$ cat config.mk
export PLATFORM = sky130hd
export DESIGN_NAME = mac_sm_vec_flat
export DESIGN_NICKNAME = d
export VERILOG_FILES = /design/src/rtl/mac_sm_vec_pkg.sv /design/src/rtl/mac_sm_vec_if.sv /design/src/rtl/mac_sm_vec_sm_mul.sv /design/src/rtl/mac_sm_vec.sv /design/src/flat_wrapper.sv
export SDC_FILE = /design/constraint.sdc
export NUM_CORES = 1
export LEC_CHECK = 0
export ABC_AREA = 1
export CAP_MARGIN = 40
export CORE_ASPECT_RATIO = 0.5
export CORE_UTILIZATION = 55
export CTS_BUF_LIST = sky130_fd_sc_hd__clkbuf_8
export DETAILED_ROUTE_END_ITERATION = 10
export GPL_TIMING_DRIVEN = 0
export PLACE_DENSITY = 0.86
export SLEW_MARGIN = 10
export SYNTH_ARGS = -nofsm -noshare
export SYNTH_HDL_FRONTEND = slang
export SYNTH_SLANG_ARGS = --single-unit
$ cat constraint.sdc
create_clock -name clk -period 8.95 [get_ports clk]
set_clock_uncertainty 0.15 [all_clocks]
set_input_delay 1.3425 -clock clk [delete_from_list [all_inputs] [get_ports clk]]
set_output_delay 1.3425 -clock clk [all_outputs]
set_load 0.05 [all_outputs]
$ cat src/rtl/mac_sm_vec_pkg.sv
// Shared types and sign-magnitude / two's-complement helpers for the mac_sm_vec engine.
package mac_pkg;

  typedef enum logic [1:0] {IDLE, RUN, DRAIN, DONE} state_e;

  localparam int unsigned W_DEF     = 16;
  localparam int unsigned FRAC_DEF  = 12;
  localparam int unsigned LEN_W_DEF = 8;
  // Common working width for the helpers so they serve any W/LEN_W up to 64 bits.
  localparam int unsigned XW        = 64;

  function automatic logic signed [XW-1:0] sm_to_tc(input logic sign, input logic [XW-1:0] mag);
    logic signed [XW-1:0] m;
    m = $signed(mag);
    return sign ? -m : m;
  endfunction

  // Result occupies bits w-1:0; magnitude clamps to 2^(w-1)-1 and zero never carries a sign.
  function automatic logic [XW-1:0] tc_to_sm_sat(input logic signed [XW-1:0] v, input int unsigned w);
    logic            neg;
    logic [XW-1:0]   mag;
    logic [XW-1:0]   lim;
    neg = v[XW-1];
    mag = neg ? XW'(-v) : XW'(v);
    lim = (XW'(1) << (w - 1)) - XW'(1);
    if (mag > lim) mag = lim;
    if (mag == '0) return '0;
    return (XW'(neg) << (w - 1)) | mag;
  endfunction

endpackage

$ cat src/rtl/mac_sm_vec_if.sv
// Operand stream, control and result handshake bundle for mac_sm_vec.
interface mac_sm_vec_if #(
  parameter int unsigned W     = 16,
  parameter int unsigned LEN_W = 8
) ();
  logic             start;
  logic [LEN_W-1:0] len;
  logic             in_valid;
  logic             in_ready;
  logic [W-1:0]     a;
  logic [W-1:0]     b;
  logic             out_valid;
  logic             out_ready;
  logic [W-1:0]     out;
  logic             busy;

  modport slave  (input  start, len, in_valid, a, b, out_ready,
                  output in_ready, out_valid, out, busy);
  modport master (output start, len, in_valid, a, b, out_ready,
                  input  in_ready, out_valid, out, busy);
endinterface

$ cat src/rtl/mac_sm_vec_sm_mul.sv
// Combinational sign-magnitude fixed-point multiply with scale and saturation.
// MAC_ROUND_EN: round half away from zero before the shift; otherwise truncate.
module sm_mul
  import mac_pkg::*;
#(
  parameter int unsigned W    = W_DEF,
  parameter int unsigned FRAC = FRAC_DEF
) (
  input  logic [W-1:0] a,
  input  logic [W-1:0] b,
  output logic         sign_c,
  output logic [W-2:0] mag_c
);
  localparam int unsigned MW = W - 1;
  localparam int unsigned PW = 2 * W - 2;
  localparam int unsigned RW = 2 * W - 1;

  logic [PW-1:0] prod;
  logic [RW-1:0] prod_r;
  logic [RW-1:0] scaled;

  always_comb begin
    prod = PW'(a[W-2:0]) * PW'(b[W-2:0]);
`ifdef MAC_ROUND_EN
    prod_r = RW'(prod) + (RW'(1) << (FRAC - 1));
`else
    prod_r = RW'(prod);
`endif
    scaled = prod_r >> FRAC;
    if (|scaled[RW-1:MW]) mag_c = '1;
    else                  mag_c = scaled[MW-1:0];
    // Zero magnitude (including negative-zero inputs) always yields +0.
    sign_c = (a[W-1] ^ b[W-1]) & (|mag_c);
  end
endmodule

$ cat src/rtl/mac_sm_vec.sv
// Streaming sign-magnitude dot-product engine: 2-stage multiply/accumulate with saturating output.
// Optional MAC_ROUND_EN selects rounding in the multiplier.
module mac_sm_vec
  import mac_pkg::*;
#(
  parameter int unsigned W     = W_DEF,
  parameter int unsigned FRAC  = FRAC_DEF,
  parameter int unsigned LEN_W = LEN_W_DEF
) (
  input logic          clk,
  input logic          rst_n,
  mac_sm_vec_if.slave  bus
);
  localparam int unsigned ACC_W = W + LEN_W;

  state_e                   state_q, state_d;
  logic [LEN_W-1:0]         cnt_q, cnt_d;
  logic                     in_ready_q, in_ready_d;
  logic                     out_valid_q, out_valid_d;
  logic [W-1:0]             out_q, out_d;
  logic                     busy_q, busy_d;
  logic                     p1_valid_q, p1_valid_d;
  logic                     p1_sign_q, p1_sign_d;
  logic [W-2:0]             p1_mag_q, p1_mag_d;
  logic                     p2_valid_q, p2_valid_d;
  logic signed [ACC_W-1:0]  acc_q, acc_d;

  logic                     mul_sign_c;
  logic [W-2:0]             mul_mag_c;
  logic                     xfer_c;

  sm_mul #(.W(W), .FRAC(FRAC)) u_mul (
    .a      (bus.a),
    .b      (bus.b),
    .sign_c (mul_sign_c),
    .mag_c  (mul_mag_c)
  );

  assign xfer_c = bus.in_valid && in_ready_q && (state_q == RUN);

  // Next-state, pipeline and registered-output logic.
  always_comb begin
    state_d    = state_q;
    cnt_d      = cnt_q;
    in_ready_d = in_ready_q;
    out_d      = out_q;
    p1_valid_d = xfer_c;
    p1_sign_d  = xfer_c ? mul_sign_c : p1_sign_q;
    p1_mag_d   = xfer_c ? mul_mag_c  : p1_mag_q;
    p2_valid_d = p1_valid_q;
    acc_d      = p1_valid_q ? acc_q + ACC_W'(sm_to_tc(p1_sign_q, XW'(p1_mag_q))) : acc_q;

    case (state_q)
      IDLE: begin
        if (bus.start) begin
          cnt_d = bus.len;
          acc_d = '0;
          if (bus.len == '0) begin
            state_d = DONE;
            out_d   = '0;
          end else begin
            state_d    = RUN;
            in_ready_d = 1'b1;
          end
        end
      end
      RUN: begin
        if (xfer_c) begin
          cnt_d = cnt_q - LEN_W'(1);
          if (cnt_q == LEN_W'(1)) begin
            state_d    = DRAIN;
            in_ready_d = 1'b0;
          end
        end
      end
      DRAIN: begin
        if (!p1_valid_q && !p2_valid_q) begin
          state_d = DONE;
          out_d   = W'(tc_to_sm_sat(XW'(acc_q), W));
        end
      end
      DONE: begin
        if (bus.out_ready) state_d = IDLE;
      end
      default: state_d = IDLE;
    endcase

    busy_d      = (state_d != IDLE);
    out_valid_d = (state_d == DONE);
  end

  always_ff @(posedge clk) begin
    if (!rst_n) begin
      state_q     <= IDLE;
      cnt_q       <= '0;
      in_ready_q  <= 1'b0;
      out_valid_q <= 1'b0;
      out_q       <= '0;
      busy_q      <= 1'b0;
      p1_valid_q  <= 1'b0;
      p1_sign_q   <= 1'b0;
      p1_mag_q    <= '0;
      p2_valid_q  <= 1'b0;
      acc_q       <= '0;
    end else begin
      state_q     <= state_d;
      cnt_q       <= cnt_d;
      in_ready_q  <= in_ready_d;
      out_valid_q <= out_valid_d;
      out_q       <= out_d;
      busy_q      <= busy_d;
      p1_valid_q  <= p1_valid_d;
      p1_sign_q   <= p1_sign_d;
      p1_mag_q    <= p1_mag_d;
      p2_valid_q  <= p2_valid_d;
      acc_q       <= acc_d;
    end
  end

  assign bus.in_ready  = in_ready_q;
  assign bus.out_valid = out_valid_q;
  assign bus.out       = out_q;
  assign bus.busy      = busy_q;
endmodule

$ cat src/flat_wrapper.sv
// flat-port wrapper written by rule: the top's interface ports become plain ports
module mac_sm_vec_flat import mac_pkg::*;
#(
  parameter int unsigned W     = W_DEF,
  parameter int unsigned FRAC  = FRAC_DEF,
  parameter int unsigned LEN_W = LEN_W_DEF
)
  (clk, rst_n, bus_start, bus_len, bus_in_valid, bus_a, bus_b, bus_out_ready, bus_in_ready, bus_out_valid, bus_out, bus_busy);
  mac_sm_vec_if #(.W(W), .LEN_W(LEN_W)) bus_i ();
  input logic clk;
  input logic rst_n;
  input wire logic [$bits(bus_i.start)-1:0] bus_start;
  input wire logic [$bits(bus_i.len)-1:0] bus_len;
  input wire logic [$bits(bus_i.in_valid)-1:0] bus_in_valid;
  input wire logic [$bits(bus_i.a)-1:0] bus_a;
  input wire logic [$bits(bus_i.b)-1:0] bus_b;
  input wire logic [$bits(bus_i.out_ready)-1:0] bus_out_ready;
  output wire logic [$bits(bus_i.in_ready)-1:0] bus_in_ready;
  output wire logic [$bits(bus_i.out_valid)-1:0] bus_out_valid;
  output wire logic [$bits(bus_i.out)-1:0] bus_out;
  output wire logic [$bits(bus_i.busy)-1:0] bus_busy;
  assign bus_i.start = bus_start;
  assign bus_i.len = bus_len;
  assign bus_i.in_valid = bus_in_valid;
  assign bus_i.a = bus_a;
  assign bus_i.b = bus_b;
  assign bus_i.out_ready = bus_out_ready;
  assign bus_in_ready = bus_i.in_ready;
  assign bus_out_valid = bus_i.out_valid;
  assign bus_out = bus_i.out;
  assign bus_busy = bus_i.busy;
  mac_sm_vec #(.W(W), .FRAC(FRAC), .LEN_W(LEN_W)) u_core (.clk(clk), .rst_n(rst_n), .bus(bus_i));
endmodule
# After elaboration in Yosys (flattened, before gate mapping)
# Index checks and enable logic that the tools add are counted.
# word_totals
word_cells	80
ff_bits	71
inputBits	45
# classes
n_reduce_logical	16
n_eq_ne	11
add_sub_neg	4
n_mux	33
order_cmp	1
bitwise_logic	3
mul	1
# op_table
op	count
$mux W64	4
$mux W24	4
$mux W16	5
$gt A64 B15 Y1 const B	1
$logic_not A64 Y1	1
$neg A24 Y64	1
$pmux W16 S2	1
$mul A15 B15 Y30	1
$add A24 B24 Y24	1
$neg A15 Y24	1
$mux W8	2
$or A16 B16 Y16	1
$pmux W8 S2	1
$mux W15	1
$reduce_or A15 Y1	1
$mux W2	6
$eq A8 B1 Y1 const B	1
$logic_not A8 Y1	1
$pmux W2 S4	1
$sub A8 B1 Y8 const B	1
$mux W1	7
$eq A2 B2 Y1 const B	3
$ne A2 B1 Y1 const B	3
$ne A2 B2 Y1 const B	3
12 further kinds	17

# Logic depth before layout (Yosys ltp)
# logic_depth
depth_word	13
ltp_mapped	32
mapped_depth_nobuf	31

# Hierarchy
# A second synthesis with hierarchy kept.
# hier_totals
cells_unflattened	2020
area_unflattened_um2	13439.1
# by_module_without_submodules
mod	cells_each	instances	seq_area_each_um2	area_each_um2
sm_mul	1202	1	0.0	8237.9
mac_sm_vec	818	1	1421.4	5201.2

# Worst setup path after synthesis
# Ideal clock, no wire load.
# synth_path
path_type	input port to flip-flop
start	input bus_b[5]
end	register u_core.p1_mag_q[10]
path_slack_ps	2172
setup_time_ps	114
path_stages	30
arrival_ps	6515
required_time_ps	8686
path_cell_list	clkbuf_1 nand2_1 inv_1 fa_1 inv_1 fa_1 inv_1 fa_1 inv_1 fa_1 inv_1 fa_1 inv_1 fa_1 inv_1 ha_1 nand2_1 inv_1 a21oi_2 nand3_2 nand2_1 nand2_1 nand2_1 nand2_1 nor2_2 nand2_2 nor2_8 inv_4 o221ai_2 inv_2
# synth_via
elab_chain_len	3
# synth_lines
element	line_no	rtl
from (decl)	flat_wrapper.sv:16	input wire logic [$bits(bus_i.b)-1:0] bus_b;
$mul A15 B15 Y30 *	mac_sm_vec_sm_mul.sv:23	prod = PW'(a[W-2:0]) * PW'(b[W-2:0]);
$reduce_or A3 Y1	mac_sm_vec_sm_mul.sv:30	if (|scaled[RW-1:MW]) mag_c = '1;
$mux W15 *	mac_sm_vec_sm_mul.sv:30	
to (signal assigned)	mac_sm_vec.sv:114	p1_mag_q <= p1_mag_d;
to (decl)	mac_sm_vec.sv:24	logic [W-2:0] p1_mag_q, p1_mag_d;
# Mark *: on every way between the ends. The rest lies on a longest branch, timed or not.
# A chain may end at the register's enable or synchronous reset.

# Worst setup path in the final report
# layout_path
start	input bus_a[1]
end	register u_core.p1_sign_q
# layout_via
elab_chain_len	5
# layout_lines
element	line_no	rtl
from (decl)	flat_wrapper.sv:15	input wire logic [$bits(bus_i.a)-1:0] bus_a;
$mul A15 B15 Y30 *	mac_sm_vec_sm_mul.sv:23	
$reduce_or A3 Y1	mac_sm_vec_sm_mul.sv:30	
$mux W15 *	mac_sm_vec_sm_mul.sv:30	
$reduce_or A15 Y1 *	mac_sm_vec_sm_mul.sv:33	sign_c = (a[W-1] ^ b[W-1]) & (|mag_c);
$and A1 B1 Y1 *	mac_sm_vec_sm_mul.sv:33	
to (signal assigned)	mac_sm_vec.sv:113	p1_sign_q <= p1_sign_d;
to (decl)	mac_sm_vec.sv:23	logic p1_sign_q, p1_sign_d;
# Marked as above.

==> impl_metrics.yaml <==
floorplanning:
  fp-row-count: 39
  die_area_sq_um: 24700
  core_sq_um: 23200
  die_w_microns: 221
  start_util_pct: 57.0
  die_y_microns: 112
  pin_count: 64
logic_synthesis:
  async_flop_share_pct: 0
  yosys.cell_types.count: 50
  syn-num-nets: 2241
  syn_area_per_cell_sq_um: 6.91
  yosys_warnings: 0
  syn_inst: 1911
  ys.flop_type: "dfxtp_1"
  yosysSeqAreaShare_pct: 10.8
  synth_edf_count: 0
  synth_area_sq_um: 13200
  ys_seq_elements: 71
global_routing:
  grt_overflow: 0
  grt_start_max_net_pins: 16
  track_usage_pct: 26.7
  antenna_found_initial: 0
  grt_pass1_wl_microns: 53800
  grt_pass1_vias: 11700
clock_tree:
  clk_latency_ns: 0.36
  post_cts_resized: 0
  clk_root_buffer_cell: "clkbuf_8"
  clk_pin_slew_ns: 0.08
  cts_hold_buf: 0
  cts.sinks: 71
  post_cts_buffers: 0
  cts-buffers-inserted: 9
  cts.path.max_buffers: 2
  h-tree-depth: 3
  cts_tree: "done"
worst_setup_path:
  cp_num_buf_inv: 6
  start_kind: "primary input"
  crit_path_max_fanout: 10
  required_ns: 9.02
  path_class: "primary input to flop"
  r2r_cells: 19
  path_common_cell: "nand2_1"
  crit_path_max_incr_delay_ns: 0.67
  r2r-end: "u_core.acc_q[20]$_SDFF_PN0_"
  crit_cells: 29
  r2r_start: "u_core.p1_mag_q[0]$_SDFFE_PN0P_"
  crit_path_top_delay_cell: "clkdlybuf4s50_1"
  cp.arrival_ns: 7.90
  critPathCaptureType: "flop"
  cpLargestDelayFamily: "adder cells"
  regToRegSetupSlack_ns: 4.97
routing:
  vias: 11800
  drtIter0Drc: 820
  antenna_left: 0
  routed_wl_microns: 31800
  vias_per_cell: 5.14
  wl_per_cell_microns: 13.9
  drc_errors: 0
  first_pass_iters: 8
power:
  peakVddDrop_v: 0.000314
  power_per_cell_area_nw_per_um2: 329
  p_leak_nw: 8.40
  p_total_mw: 4.75
sta:
  setup_viol: 0
  finalCritPeriodShare_pct: 87.5
  rsz0062_at_grt: "false"
  fin_setup_tns_ns: 0
  relSlewSlack_pct: 54.9
  tightestPinTransition_ns: 0.677
  period_needed_ns: 7.83
  hold_violations: 0
  fin_ws_ns: 1.12
  drv_slew: 0
  fmax_mhz: 128
placed_design:
  post-dp-hpwl_microns: 27000
  gp_congestion: 0.955
  placedCellCount: 2281
  pre_cts_slack_ns: 0.781
  portBuffers: 63
worst_hold_path:
  hold_depth: 2
  hp-class: "flop to flop"
  hp-start: "u_core.bus.out[12]$_SDFFE_PN0P_"
  whs_endpoint: "u_core.bus.out[12]$_SDFFE_PN0P_"
flow_run:
  drv_cap: 0
final_layout:
  multiInputGateArea_sq_um: 9760
  seq_area_sq_um: 1420
  diodes: 0
  fin_nets: 2315
  layoutNonFillerInstCount: 2297
  fill_cells: 1988
  drive_gt1_share_pct: 4.87
  syn_to_final_growth_pct: 9.10
outcome:
  status: "completed"
## state kept, by name, summed over array words and instances (netlist names)
signal	count
u_core.p1_sign_q	1
u_core.bus.busy	1
u_core.bus.in_ready	1
u_core.state_q	2
u_core.p1_valid_q	1
u_core.p1_mag_q	15
u_core.bus.out	16
u_core.p2_valid_q	1
u_core.cnt_q	8
u_core.bus.out_valid	1
u_core.acc_q	24
## Yosys cell counts (4+ instances only)
library cell	number	area [sq um]
nor3_2	4	40.0
a21oi_2	5	43.8
nor3_1	13	65.1
o21ai_1	8	40.0
a21o_1	7	52.6
and2_1	4	25.0
nor2_4	4	45.0
a21oi_1	97	485
o211ai_1	17	128
nor4_1	8	50.1
inv_1	471	1770
xor2_1	36	315
xnor2_1	15	131
fa_1	167	3340
nand2_1	506	1900
nand2_2	18	113
a211oi_1	5	37.5
nor2_2	12	75.1
nand3_1	41	205
o21ai_0	49	245
o21bai_1	6	45.0
nand3_2	5	50.1
nand4_1	11	68.8
dfxtp_1	71	1420
o221ai_2	7	105
inv_2	13	48.8
clkbuf_1	44	165
ha_1	118	1480
nor2_1	114	428
## how the worst max path moves through the flow
stage,endpoint,slack [ns],from
3_3_place_gp,u_core.p1_sign_q$_SDFFE_PN0P_,0.83,bus_a[1]
5_1_grt,u_core.p1_sign_q$_SDFFE_PN0P_,0.71,bus_a[0]
4_1_cts,u_core.p1_sign_q$_SDFFE_PN0P_,1.16,bus_a[0]
2_1_floorplan,u_core.p1_mag_q[10]$_SDFFE_PN0P_,2.17,bus_b[5]
3_5_place_dp,u_core.p1_sign_q$_SDFFE_PN0P_,0.78,bus_a[0]
6_report,u_core.p1_sign_q$_SDFFE_PN0P_,1.12,bus_a[1]
## worst register-to-register path: cells and delay by family (launching register included)
family          cells  cell delay [ns]
flops               1             0.38
compound gates      4             0.69
fa+ha+maj           2             0.50
simple gates        8             1.76
buf+inv             4             0.25
xor+xnor            1             0.20
## layout by cell type, fill, tap and decap left out, types with 8 or more instances in the layout
cell             instances
a21oi_1                 97
clkbuf_1                44
clkbuf_8                 9
clkdlybuf4s50_1         63
dfxtp_1                 71
fa_1                   167
ha_1                   118
inv_1                  471
inv_2                   13
nand2_1                506
nand2_2                 18
nand3_1                 41
nand4_1                 11
nor2_1                 114
nor2_2                  12
nor3_1                  13
nor4_1                   8
o211ai_1                17
o21ai_0                 49
o21ai_1                  8
xnor2_1                 15
xor2_1                  36
## metal layers
layer | GRT usage [%] | vias up | share of wire [%]
met2 | 46.3 | 445 | 47
met1 | 34.4 | 5417 | 43
met5 | 0 | - | 0
met3 | 3.91 | 63 | 7.4
met4 | 9.00 | 0 | 2.4
li1 | - | 5880 | -
## metrics by stage
step                cell area (sq um)  util (%)  hold WS, ns
finish                          14400      62.2        0.320
detailed placement              14200      61.4        0.306
global placement                14200      61.4        0.306
global route                    14400      62.2        0.345
floorplan                       13200         -        0.302
CTS                             14400      62.2        0.320
## kinds of logic (layout without fill, tap and decap cells)
| family | Yosys count | count (layout) | synth area share [%] |
|---|---|---|---|
| buffers and inverters | 538 | 617 | 15.4 |
| and+or+nand+nor | 754 | 754 | 24.3 |
| AOI/OAI and AO/OA | 212 | 212 | 9.65 |
| adders and majority gates | 285 | 285 | 36.5 |
| xor gates and xnor gates | 51 | 51 | 3.38 |
| DFF | 71 | 71 | 10.8 |
## report_power, final
| part | internal (mW) | switching, mW | leakage [nW] |
|---|---|---|---|
| Combinational | 1.47 | 2.69 | 7.74 |
| Sequential | 0.326 | 0.0119 | 0.576 |
| Clock | 0.107 | 0.141 | 0.0903 |
| Total | 1.90 | 2.85 | 8.40 |
## cell type report
cell class | instances | area share [%]
clock buffers | 9 | 0.860
inverters | 489 | 12.8
flip-flops and latches | 71 | 9.86
well taps | 307 | 2.67
clock inverters | 7 | 0.443
repair buffers | 63 | 4.38
plain buffers | 49 | 1.29
multi-input cells | 1302 | 67.7
Power figures use the tool's default switching activity.
